===== config.mk =====
export PLATFORM = sky130hd
export DESIGN_NAME = tv80_io_fabric
export DESIGN_NICKNAME = d
export VERILOG_FILES = /design/src/rtl/tv80_io_fabric_pkg.sv /design/src/rtl/tv80_io_fabric_match.sv /design/src/rtl/tv80_io_fabric.sv
export SDC_FILE = /design/constraint.sdc
export NUM_CORES = 1
export LEC_CHECK = 0
export CELL_PAD_IN_SITES_DETAIL_PLACEMENT = 2
export CELL_PAD_IN_SITES_GLOBAL_PLACEMENT = 2
export CORE_ASPECT_RATIO = 1.25
export CORE_MARGIN = 5
export CORE_UTILIZATION = 22
export CTS_CLUSTER_SIZE = 14
export DETAILED_ROUTE_END_ITERATION = 7
export PLACE_DENSITY = 0.8
export SYNTH_ARGS = -nofsm -noshare
export SYNTH_HDL_FRONTEND = slang
export SYNTH_HIERARCHICAL = 1
export SYNTH_SLANG_ARGS = --single-unit

===== constraint.sdc =====
create_clock -name clk -period 2.95 [get_ports clk]
set_clock_uncertainty 0.15 [all_clocks]
set_input_delay 0.59 -clock clk [delete_from_list [all_inputs] [get_ports clk]]
set_output_delay 0.59 -clock clk [all_outputs]
set_load 0.005 [all_outputs]

===== src/rtl/tv80_io_fabric_pkg.sv =====
`default_nettype none
// ============================================================================
// Module      : tv80_io_pkg
// Description : Shared types and constants for the TV80 IO/memory bus fabric.
// Revision    : 1.0 - initial release
// ============================================================================
package tv80_io_pkg;

    // Bus fabric sequencing states
    typedef enum logic [1:0] {
        ST_IDLE = 2'd0,
        ST_WS   = 2'd1,
        ST_HOLD = 2'd2,
        ST_DONE = 2'd3
    } state_e;

    // Per-channel address space selector values
    localparam logic SP_MEM = 1'b0;
    localparam logic SP_IO  = 1'b1;

    // Width of a channel index; a single channel still needs one bit
    function automatic int chan_width(input int n);
        return (n > 1) ? $clog2(n) : 1;
    endfunction

endpackage
`default_nettype wire


===== src/rtl/tv80_io_fabric_match.sv =====
`default_nettype none
// ============================================================================
// Module      : tv80_io_match
// Description : Combinational address comparator for all channels followed
//               by a priority encoder (lowest matching channel wins).
// Revision    : 1.0 - initial release
// ============================================================================
module tv80_io_match
    import tv80_io_pkg::*;
#(
    parameter int                NCH   = 4,
    parameter logic [NCH*16-1:0] BASE  = {NCH{16'h0000}},
    parameter logic [NCH*16-1:0] MASK  = {NCH{16'hFFFF}},
    parameter logic [NCH-1:0]    SPACE = {NCH{1'b1}},
    parameter int                CW    = chan_width(NCH)
) (
    input  logic [15:0]   i_addr,
    input  logic          i_is_io,
    output logic          o_hit,
    output logic [CW-1:0] o_chan
);

    logic [15:0]    w_eff_addr;
    logic [NCH-1:0] w_match;
    logic           w_space;

    // IO cycles only decode the low address byte
    assign w_eff_addr = i_is_io ? {8'h00, i_addr[7:0]} : i_addr;
    assign w_space    = i_is_io ? SP_IO : SP_MEM;

    for (genvar i = 0; i < NCH; i++) begin : g_cmp
        assign w_match[i] = (((w_eff_addr ^ BASE[16*i +: 16]) & MASK[16*i +: 16]) == 16'h0000)
                            && (SPACE[i] == w_space);
    end

    // Scan from the top down so the lowest matching index is the last written
    always_comb begin
        o_hit  = 1'b0;
        o_chan = '0;
        for (int i = NCH - 1; i >= 0; i--) begin
            if (w_match[i]) begin
                o_hit  = 1'b1;
                o_chan = CW'(i);
            end
        end
    end

endmodule
`default_nettype wire


===== src/rtl/tv80_io_fabric.sv =====
`default_nettype none
// ============================================================================
// Module      : tv80_io_fabric
// Description : TV80 bus fabric. Decodes CPU memory/IO cycles onto NCH
//               peripheral channels with wait-state insertion, device ready
//               handshake, ready timeout and a registered read-data mux.
// Revision    : 1.0 - initial release
// ============================================================================
module tv80_io_fabric
    import tv80_io_pkg::*;
#(
    parameter int                NCH       = 4,
    parameter logic [NCH*16-1:0] BASE      = {NCH{16'h0000}},
    parameter logic [NCH*16-1:0] MASK      = {NCH{16'hFFFF}},
    parameter logic [NCH-1:0]    SPACE     = {NCH{1'b1}},
    parameter logic [NCH*4-1:0]  WS        = {NCH{4'd0}},
    parameter logic [7:0]        TIMEOUT   = 8'd255,
    parameter logic [7:0]        IACK_VEC  = 8'hFF,
    parameter logic [7:0]        DFLT_DATA = 8'hFF
) (
    input  logic             clk,
    input  logic             reset,
    input  logic             mreq_n,
    input  logic             iorq_n,
    input  logic             m1_n,
    input  logic             rd_n,
    input  logic             wr_n,
    input  logic [15:0]      addr,
    input  logic [7:0]       wr_data,
    output logic [7:0]       cpu_di,
    output logic             wait_n,
    output logic [NCH-1:0]   ch_cs,
    output logic [NCH-1:0]   ch_rd_stb,
    output logic [NCH-1:0]   ch_wr_stb,
    output logic [7:0]       ch_wr_data,
    input  logic [NCH-1:0]   ch_rdy,
    input  logic [NCH*8-1:0] ch_rd_data,
    output logic             bus_err
);

    localparam int CW = chan_width(NCH);

    localparam logic [1:0] c_IDLE = ST_IDLE;
    localparam logic [1:0] c_WS   = ST_WS;
    localparam logic [1:0] c_HOLD = ST_HOLD;
    localparam logic [1:0] c_DONE = ST_DONE;

    logic [1:0]    r_state;
    logic [CW-1:0] r_chan;
    logic [3:0]    r_ws_cnt;
    logic [7:0]    r_to_cnt;
    logic          r_is_rd;

    logic           w_intack;
    logic           w_active;
    logic           w_hit;
    logic [CW-1:0]  w_chan;
    logic [NCH-1:0] w_onehot;
    logic [3:0]     w_ws;
    logic           w_rdy;
    logic [7:0]     w_rd_byte;

    // Int-ack is recognised regardless of rd_n/wr_n; IO wins over memory
    assign w_intack  = !m1_n && !iorq_n;
    assign w_active  = ((!mreq_n || !iorq_n) && (!rd_n || !wr_n) && m1_n) || w_intack;
    assign w_onehot  = NCH'(1) << w_chan;
    assign w_ws      = WS[4*w_chan +: 4];
    assign w_rdy     = ch_rdy[r_chan];
    assign w_rd_byte = ch_rd_data[8*r_chan +: 8];

    tv80_io_match #(
        .NCH   (NCH),
        .BASE  (BASE),
        .MASK  (MASK),
        .SPACE (SPACE),
        .CW    (CW)
    ) u_match (
        .i_addr  (addr),
        .i_is_io (!iorq_n),
        .o_hit   (w_hit),
        .o_chan  (w_chan)
    );

    // Access sequencer: decode, wait states, ready/timeout, hold until CPU ends the cycle.
    // Reset parks in DONE so an access already in flight is not re-decoded.
    always_ff @(posedge clk) begin
        if (reset) begin
            r_state    <= c_DONE;
            r_chan     <= '0;
            r_ws_cnt   <= 4'd0;
            r_to_cnt   <= 8'd0;
            r_is_rd    <= 1'b0;
            cpu_di     <= DFLT_DATA;
            wait_n     <= 1'b1;
            ch_cs      <= '0;
            ch_rd_stb  <= '0;
            ch_wr_stb  <= '0;
            ch_wr_data <= 8'h00;
            bus_err    <= 1'b0;
        end else begin
            ch_rd_stb <= '0;
            ch_wr_stb <= '0;
            bus_err   <= 1'b0;
            case (r_state)
                c_IDLE: begin
                    if (w_active) begin
                        if (w_intack) begin
                            cpu_di  <= IACK_VEC;
                            r_state <= c_DONE;
                        end else if (w_hit) begin
                            r_chan   <= w_chan;
                            r_is_rd  <= !rd_n;
                            ch_cs    <= w_onehot;
                            wait_n   <= 1'b0;
                            r_ws_cnt <= w_ws;
                            r_to_cnt <= 8'd0;
                            if (!rd_n) begin
                                ch_rd_stb <= w_onehot;
                            end else begin
                                ch_wr_stb  <= w_onehot;
                                ch_wr_data <= wr_data;
                            end
                            r_state <= (w_ws == 4'd0) ? c_HOLD : c_WS;
                        end else begin
                            cpu_di  <= DFLT_DATA;
                            r_state <= c_DONE;
                        end
                    end
                end
                c_WS: begin
                    r_ws_cnt <= r_ws_cnt - 4'd1;
                    if (r_ws_cnt == 4'd1) begin
                        r_to_cnt <= 8'd0;
                        r_state  <= c_HOLD;
                    end
                end
                c_HOLD: begin
                    if (w_rdy) begin
                        if (r_is_rd) begin
                            cpu_di <= w_rd_byte;
                        end
                        wait_n  <= 1'b1;
                        r_state <= c_DONE;
                    end else if ((r_to_cnt + 8'd1) == TIMEOUT) begin
                        // Device held off for TIMEOUT cycles: release the CPU with default data
                        bus_err <= 1'b1;
                        cpu_di  <= DFLT_DATA;
                        wait_n  <= 1'b1;
                        r_state <= c_DONE;
                    end else begin
                        r_to_cnt <= r_to_cnt + 8'd1;
                    end
                end
                c_DONE: begin
                    if (!w_active) begin
                        ch_cs   <= '0;
                        r_state <= c_IDLE;
                    end
                end
                default: r_state <= c_DONE;
            endcase
        end
    end

endmodule
`default_nettype wire


== Yosys cells after proc, flatten, opt, wreduce, memory -nomap -nowiden ==
Index checks and enable logic that the tools add are counted.

* Add/subtract/negate cells: 2
* $mul: 0
* Div/mod/pow operators: 0
* $lt $le $gt $ge: 0
* Equality and inequality tests: 15
* Shifts and indexed selects: 0
* Multiplexer cells: 43
* Bitwise gates (word level): 5
* Reductions and logical operators: 28

{| class="wikitable"
|+ Operators by type and width
! kind !! count
|-
| two-way mux 8 bit || 12
|-
| two-way mux 4 bit || 7
|-
| case mux 8 bit (3 select lines) || 1
|-
| AND reduction 5 bit || 4
|-
| zero test 16 bit || 1
|-
| two-way mux 16 bit || 1
|-
| case mux 4 bit (2 select lines) || 2
|-
| case mux 8 bit (2 select lines) || 1
|-
| two-way mux 1 bit || 12
|-
| inequality test 2 bit, second input constant || 6
|-
| AND reduction 4 bit || 3
|-
| two-way mux 2 bit || 5
|-
| inequality test 3 bit, second input constant || 3
|-
| adder 8 x 1 -> 8 bit, second input constant || 1
|-
| == test 8 bit, second input constant || 1
|-
| case mux 2 bit (4 select lines) || 1
|-
| AND reduction 7 bit || 1
|-
| nonzero test 2 bit || 3
|-
| zero test 1 bit || 5
|-
| NOT 1 bit || 5
|-
| OR reduction 5 bit || 1
|-
| == test 2 bit, second input constant || 2
|-
| == test 4 x 1 -> 1 bit, second input constant || 1
|-
| logical AND 1 bit || 4
|-
| other kinds (8) || 10
|}

* Flip-flop bits (word level): 45
* Latch bits: 0
* Bits in writable memories: 0
* Bits in read-only memories: 0
* Input port bits: 67
* Output and inout port bits: 30
* Word-level logic and storage cells: 104
* Memories: 0

== Longest topological paths before layout ==
Gate-level depths: netlist (run 1).

* Depth after elaboration: 8
* Mapped depth: 10
* Gate-level depth less buffers: 8

== Modules after synthesis ==
Netlist (run 1), hierarchy kept.

{| class="wikitable"
|+ By module, submodules not included
! module !! times used !! cells an instance !! area each (µm²) !! seq. area each (µm²)
|-
| tv80_io_fabric || 1 || 251 || 2,292.2 || 940.9
|-
| tv80_io_match || 1 || 6 || 47.5 || 0.0
|}

== Least setup slack after synthesis (run 1) ==
Ideal clock, no wire load.

* Path type: input to register
* From: input addr[4]
* To: register r_to_cnt[5]
* Library setup time: 71 ps
* Arrival: 2,685 ps
* Data required time: 2,729 ps
* Slack: 45 ps
* Stages: 8
* Buffers on the path: 1
* Path through: or4b_1 > nor4_2 > and2_1 > and4_1 > clkbuf_1 > a211oi_1 > or4_1 > a21oi_1

* Word-level cells in the longest chain between the ends: 6

{| class="wikitable"
|+ RTL lines
! element !! line !! RTL
|-
| from (decl) || tv80_io_fabric.sv:28 || <nowiki>input logic [15:0] addr,</nowiki>
|-
| two-way mux 16 bit || tv80_io_fabric_match.sv:28 || <nowiki>assign w_eff_addr = i_is_io ? {8'h00, i_addr[7:0]} : i_addr;</nowiki>
|-
| zero test 16 bit || tv80_io_fabric_match.sv:32 || <nowiki>assign w_match[i] = (((w_eff_addr ^ BASE[16*i +: 16]) & MASK[16*i +: 16]) == 16'h0000)</nowiki>
|-
| logical AND 1 bit || tv80_io_fabric_match.sv:33 || <nowiki>&& (SPACE[i] == w_space);</nowiki>
|-
| two-way mux 1 bit || tv80_io_fabric_match.sv:41 || <nowiki>if (w_match[i]) begin</nowiki>
|-
| via w_hit || tv80_io_fabric.sv:56 || <nowiki>logic w_hit;</nowiki>
|-
| inequality test 2 x 1 -> 1 bit (no line) || - ||
|-
| AND reduction 7 bit (no line) || - ||
|-
| to (signal assigned) || tv80_io_fabric.sv:151 || <nowiki>r_to_cnt <= r_to_cnt + 8'd1;</nowiki>
|-
| to (decl) || tv80_io_fabric.sv:51 || <nowiki>logic [7:0] r_to_cnt;</nowiki>
|}

The timed path passes the listed nets, and every way through them passes these cells.
A chain may end at the register's enable or synchronous reset.

== Worst setup path after layout (run 1) ==
* From: input addr[4]
* To: register r_to_cnt[2]

The elaborated chain is that of the path after synthesis.

==> results of run 1 <==
==> per-stage QoR <==
stage	util	hold slack, ns	cells	worst slack, ns	TNS, ns
3_3_place_gp	0.327	0.294	479	-0.207	-3.72
2_1_floorplan	-	0.303	258	0.0447	0
5_1_grt	0.345	0.353	487	-0.0397	-0.0486
4_1_cts	0.341	0.324	487	0.0604	0
6_report	0.345	0.319	487	0.0642	0
3_5_place_dp	0.327	0.310	479	-0.300	-5.37
==> placed cells by master (no fill, tap or decap), types with 9 or more instances in the layout <==
cell type | Yosys | final
nor2_1 | 17 | 17
nand3_1 | 11 | 11
a21oi_1 | 23 | 22
nor3_1 | 14 | 14
clkdlybuf4s50_1 | 0 | 88
buf_4 | 6 | 17
inv_1 | 9 | 9
mux4_2 | 9 | 9
dfxtp_1 | 47 | 47
nand2_1 | 27 | 27
==> power groups by stage <==
stage,logic (mW),registers [mW],clock network (mW)
3_3_place_gp,0.222,0.683,0
3_5_place_dp,0.232,0.684,0
6_report,0.244,0.670,0.590
5_1_grt,0.264,0.672,0.637
2_1_floorplan,0.121,0.673,0
4_1_cts,0.237,0.670,0.607
==> critical path, cell delays in order <==
cell and delay (ns):
clkdlybuf4s50_1 0.40, or4b_4 0.55, nor4_4 0.29, and2_1 0.19
and4_4 0.24, a211oi_2 0.08, buf_4 0.19, a211oi_1 0.24
o32ai_1 0.13
==> cell families (layout without fill, tap and decap cells) <==
| group | count (synthesis) | count (layout) |
|---|---|---|
| simple gates | 104 | 104 |
| compound gates | 61 | 61 |
| flops | 47 | 47 |
| buf+inv | 27 | 124 |
| mux | 11 | 11 |
| fa+ha+maj | 4 | 4 |
| xor+xnor | 2 | 2 |
| other cells | 1 | 2 |
==> routing by layer <==
metal,global-route usage,up-vias,part of all wire
met4,0.0332,0,0.016
met5,0,-,0
met1,0.145,1178,0.37
met2,0.251,80,0.54
met3,0.0345,12,0.070
li1,-,1139,-
==> area by class of cell <==
type,instances,area share
Tap cell,132,0.0455
Multi-Input combinational cell,184,0.357
Timing Repair Buffer,107,0.286
Clock buffer,6,0.0382
Sequential cell,47,0.259
Inverter,9,0.00930
Clock inverter,2,0.00448
==> worst paths after layout <==
check,depth (start not counted),start,endpoint
worst max-delay path,9,addr[4],r_to_cnt[2]$_SDFFE_PP0P_
worst min-delay path,2,ch_wr_data[6]$_SDFFE_PP0P_,ch_wr_data[6]$_SDFFE_PP0P_
worst max register to register,7,r_to_cnt[1]$_SDFFE_PP0P_,cpu_di[2]$_SDFFE_PP1P_
worst min register to register,2,ch_wr_data[6]$_SDFFE_PP0P_,ch_wr_data[6]$_SDFFE_PP0P_
==> flip-flops by register name (all words and copies together) (netlist names) <==
name	flops
cpu_di	8
r_state	2
r_is_rd	1
ch_wr_stb	4
bus_err	1
r_chan	2
ch_wr_data	8
ch_rd_stb	4
r_ws_cnt	4
r_to_cnt	8
ch_cs	4
wait_n	1
==> repair_timing <==
item                                    in CTS  in global routing
endpoints found under the setup margin       1                  1
gates resized for setup                      0                  8
hold buffers                                 0                  0
pin swaps                                    1                  3
==> impl_metrics.toml, run 1 <==
[logic_synthesis]
synth_compound_area_frac = 0.175
yosysTopAreaCellShare = 0.402
yosysTopAreaCell = "dfxtp_1"
synth_area_leaders = "dfxtp_1, mux4_2, a21oi_1"
synthXorXnorAreaFrac = 0.00749
synth_top_family_by_area = "simple AND/OR/NAND/NOR gates"
netlist_instances = 257
synth_area_um2 = 2340
synth_cell_types = 55
ys_top_cells_by_count = "dfxtp_1, nand2_1, a21oi_1, nor2_1, nor3_1"
yosys_most_used_dff = "dfxtp_1"
yosysWarningCount = 6
synthAdderAreaFrac = 0.0214
synth-seq-area-share = 0.402
ys_seq_elements = 47
yosys.area_share.simple = 0.234
muxShareOfSynthArea = 0.0957
synth_most_common_cell = "dfxtp_1"
async_flop_share = 0
postSynthAreaPerCell_um2 = 9.10
synth_edf_count = 0

[placement]
port_buffers = 88
hpwl_um = 6440
gp_congestion = 0.716
place_area_um2 = 3430

[worst_setup_path]
crit_arrival_ns = 2.89
critPathMaxFanout = 5
crit_path_end_kind = "flip-flop"
startpoint_type = "input pin"
criticalPathCategory = "in -> reg"
r2r_slack_ns = 0.48
critPathRequiredTime_ns = 2.95

[route]
drtIter0Drc = 60
drt_pass1_iterations = 4
wirelength_um = 8540
vias_per_cell = 4.95
drc = 0
postRouteAntennaNets = 0
vias = 2409
wl_per_cell_um = 17.5

[cts]
tritoncts = "built"
clockRootBuffer = "clkbuf_16"
cts_buffers = 5
cts.sinks = 47
htreeDepth = 2
postCtsSetupRepairBufs = 0
clockBufferDepth = 2
worstSkewPairLatency_ns = 0.29
path_clk_slew_ns = 0.07

[floorplanning]
coreArea_um2 = 10500
initial_utilization = 0.223
die_area_um2 = 12800
num_io_pins = 97
rows = 42
die_h_um = 125
die_w_um = 102

[global_routing]
gr-total-overflow = 0
antenna_found_initial = 0
track_usage = 0.134
grt_pass1_vias = 2821
grt_max_degree = 36
grt_pass1_wl_um = 13800

[timing]
worstMarginPinSlew_ns = 0.541
setup_viol = 0
slew_headroom = 0.638
finalHoldViolations = 0
fmax_mhz = 347
drv_slew = 0
period_minus_slack_ns = 2.89
period_share = 0.978

[pwr]
leakagePower_nw = 1.25
p_clk_frac = 0.392
p_total_mw = 1.50
sw_frac_of_total = 0.255
vdd_drop_max_uv = 197
p_sw_uw = 383
sequentialPowerShare = 0.445
combPwrFrac = 0.162
internal_power_mw = 1.12
p_per_area_nw_per_um2 = 414

[outcome]
status = "completed"

[min_path]
worstHoldPathType = "reg -> reg"

[final_layout]
multiInputGateArea_um2 = 1300
layout-drive-gt1-share = 0.141
antennaDiodeCount = 0
seq_area_um2 = 941
syn_to_final_growth_pct = 55.2
fin_area_um2 = 3630
nFillCells = 1199
nNetsFinal = 425

[flow_run]
maxCapViolCount = 0
(Power assumes the default switching activity.)
==> run 2, diff against run 1 <==
Settings changed: CORE_MARGIN 5 to 2, CORE_UTILIZATION 22 to 26, PLACE_DENSITY 0.8 to 0.89.
Clock period 2.95 ns to 3.34 ns, I/O delays scaled along.
==> impl_metrics.toml, run 2 (synthesis results as in run 1) <==
[global_routing]
gr-total-overflow = 0
grtUsageMet1 = 0.184
track_usage = 0.168
grt_pass1_vias = 2612
grt_max_degree = 36
grt-busiest-layer = "met2"
use_met2 = 0.320
grt_pass1_wl_um = 12800
antenna_found_initial = 0
grt_use_met3 = 0.0320

[floorplanning]
die_h_um = 110
die_area_um2 = 9780
num_io_pins = 97
initial_utilization = 0.269
coreArea_um2 = 8700
die_w_um = 88.9
rows = 38

[placement]
gp_congestion = 0.780
hpwl_um = 6250
port_buffers = 88
place_inst = 457

[timing]
fin_tns_setup_ns = 0
finalHoldViolations = 0
rsz0062_at_grt = "no"
setup_viol = 0
worstMarginPinSlew_ns = 0.745
period_minus_slack_ns = 3.10
slew_headroom = 0.500
period_share = 0.927
drv_slew = 0
whs_ns = 0.311
fmax_mhz = 323

[flow_run]
maxCapViolCount = 0

[cts]
postCtsSetupRepairBufs = 0
path_clk_slew_ns = 0.09
clockBufferDepth = 2
cts_buffers = 5
holdBufCountCts = 0
worstSkewPairLatency_ns = 0.31
cts.sinks = 47
htreeDepth = 2
cts_resized = 0
tritoncts = "built"
clockRootBuffer = "clkbuf_8"

[final_layout]
layout-drive-gt1-share = 0.0988
nFillCells = 950
layout_commonest_cell = "clkdlybuf4s50_1"
stdcell_count = 464
antennaDiodeCount = 0
final_cell_mix = "clkdlybuf4s50_1, dfxtp_1, nand2_1, a21oi_1, nor2_1"
nNetsFinal = 415
reg.largest.list = "ch_wr_data (8), cpu_di (8), r_to_cnt (8)"
syn_to_final_growth_pct = 45.8

[worst_setup_path]
crit_arrival_ns = 3.16
cp_slowest_stage_delay_ns = 0.52
cp_slowest_cell = "or4b_1"
path_cells = "clkdlybuf4s50_1, or4b_1, nor4_2, and2_1, and4_1, buf_4, nand2_1, nor4_1"
startpoint_type = "input pin"
critPathMaxFanout = 16
criticalPathCategory = "in -> reg"
r2r_slack_ns = 0.81
critPathRequiredTime_ns = 3.40
crit_path_end_kind = "flip-flop"

[route]
wl_per_cell_um = 17.5
drtIter0Drc = 57
drc = 0
postRouteAntennaNets = 0
vias_per_cell = 5.06
wirelength_um = 8120
vias = 2348
drt_pass1_iterations = 4

[pwr]
leakagePower_nw = 1.16
p_per_area_nw_per_um2 = 333
vdd_drop_max_uv = 143
p_total_mw = 1.14

[outcome]
status = "completed"

[min_path]
worstHoldPathType = "reg -> reg"
==> run 2: path summary, 6_finish.rpt <==
| check | startpoint | end | depth (start not counted) |
|---|---|---|---|
| worst max register to register | r_to_cnt[1]$_SDFFE_PP0P_ | cpu_di[6]$_SDFFE_PP1P_ | 7 |
| worst min register to register | ch_wr_data[5]$_SDFFE_PP0P_ | ch_wr_data[5]$_SDFFE_PP0P_ | 2 |
| worst max-delay path | addr[7] | ch_wr_stb[0]$_SDFF_PP0_ | 8 |
| worst min-delay path | ch_wr_data[5]$_SDFFE_PP0P_ | ch_wr_data[5]$_SDFFE_PP0P_ | 2 |
==> run 2: metrics by stage <==
step | utilization | setup WS, ns | area [µm²]
floorplan | - | 0.357 | 2340
global placement | 0.383 | 0.0166 | 3330
detailed placement | 0.383 | -0.0910 | 3330
CTS | 0.392 | 0.239 | 3410
global route | 0.392 | 0.00420 | 3410
finish | 0.392 | 0.244 | 3410
==> run 2: metal layers <==
metal	wire length, µm	share of wire
met2	4430	0.55
met3	387	0.048
met4	129	0.016
met1	3170	0.39
met5	0	0
==> run 2: power by group <==
group          switching (mW)  leakage (nW)  total (mW)  internal [mW]
Combinational          0.0922         0.734       0.202          0.109
Sequential             0.0197         0.380       0.592          0.573
Clock                   0.199        0.0440       0.343          0.143
==> run 2: critical path, delay by kind of cell <==
| kind | cells | cell delay (ns) |
|---|---|---|
| buffers and inverters | 2 | 0.63 |
| and+or+nand+nor | 6 | 1.85 |
==> run 2: area by class of cell <==
cell class,instances,area [µm²],share of cell area
Sequential cell,47,941,0.276
Timing Repair Buffer,97,948,0.278
Tap cell,120,150,0.0440
Clock buffer,5,68.8,0.0202
Clock inverter,2,13.8,0.00403
Multi-Input combinational cell,184,1260,0.368
Inverter,9,33.8,0.00990
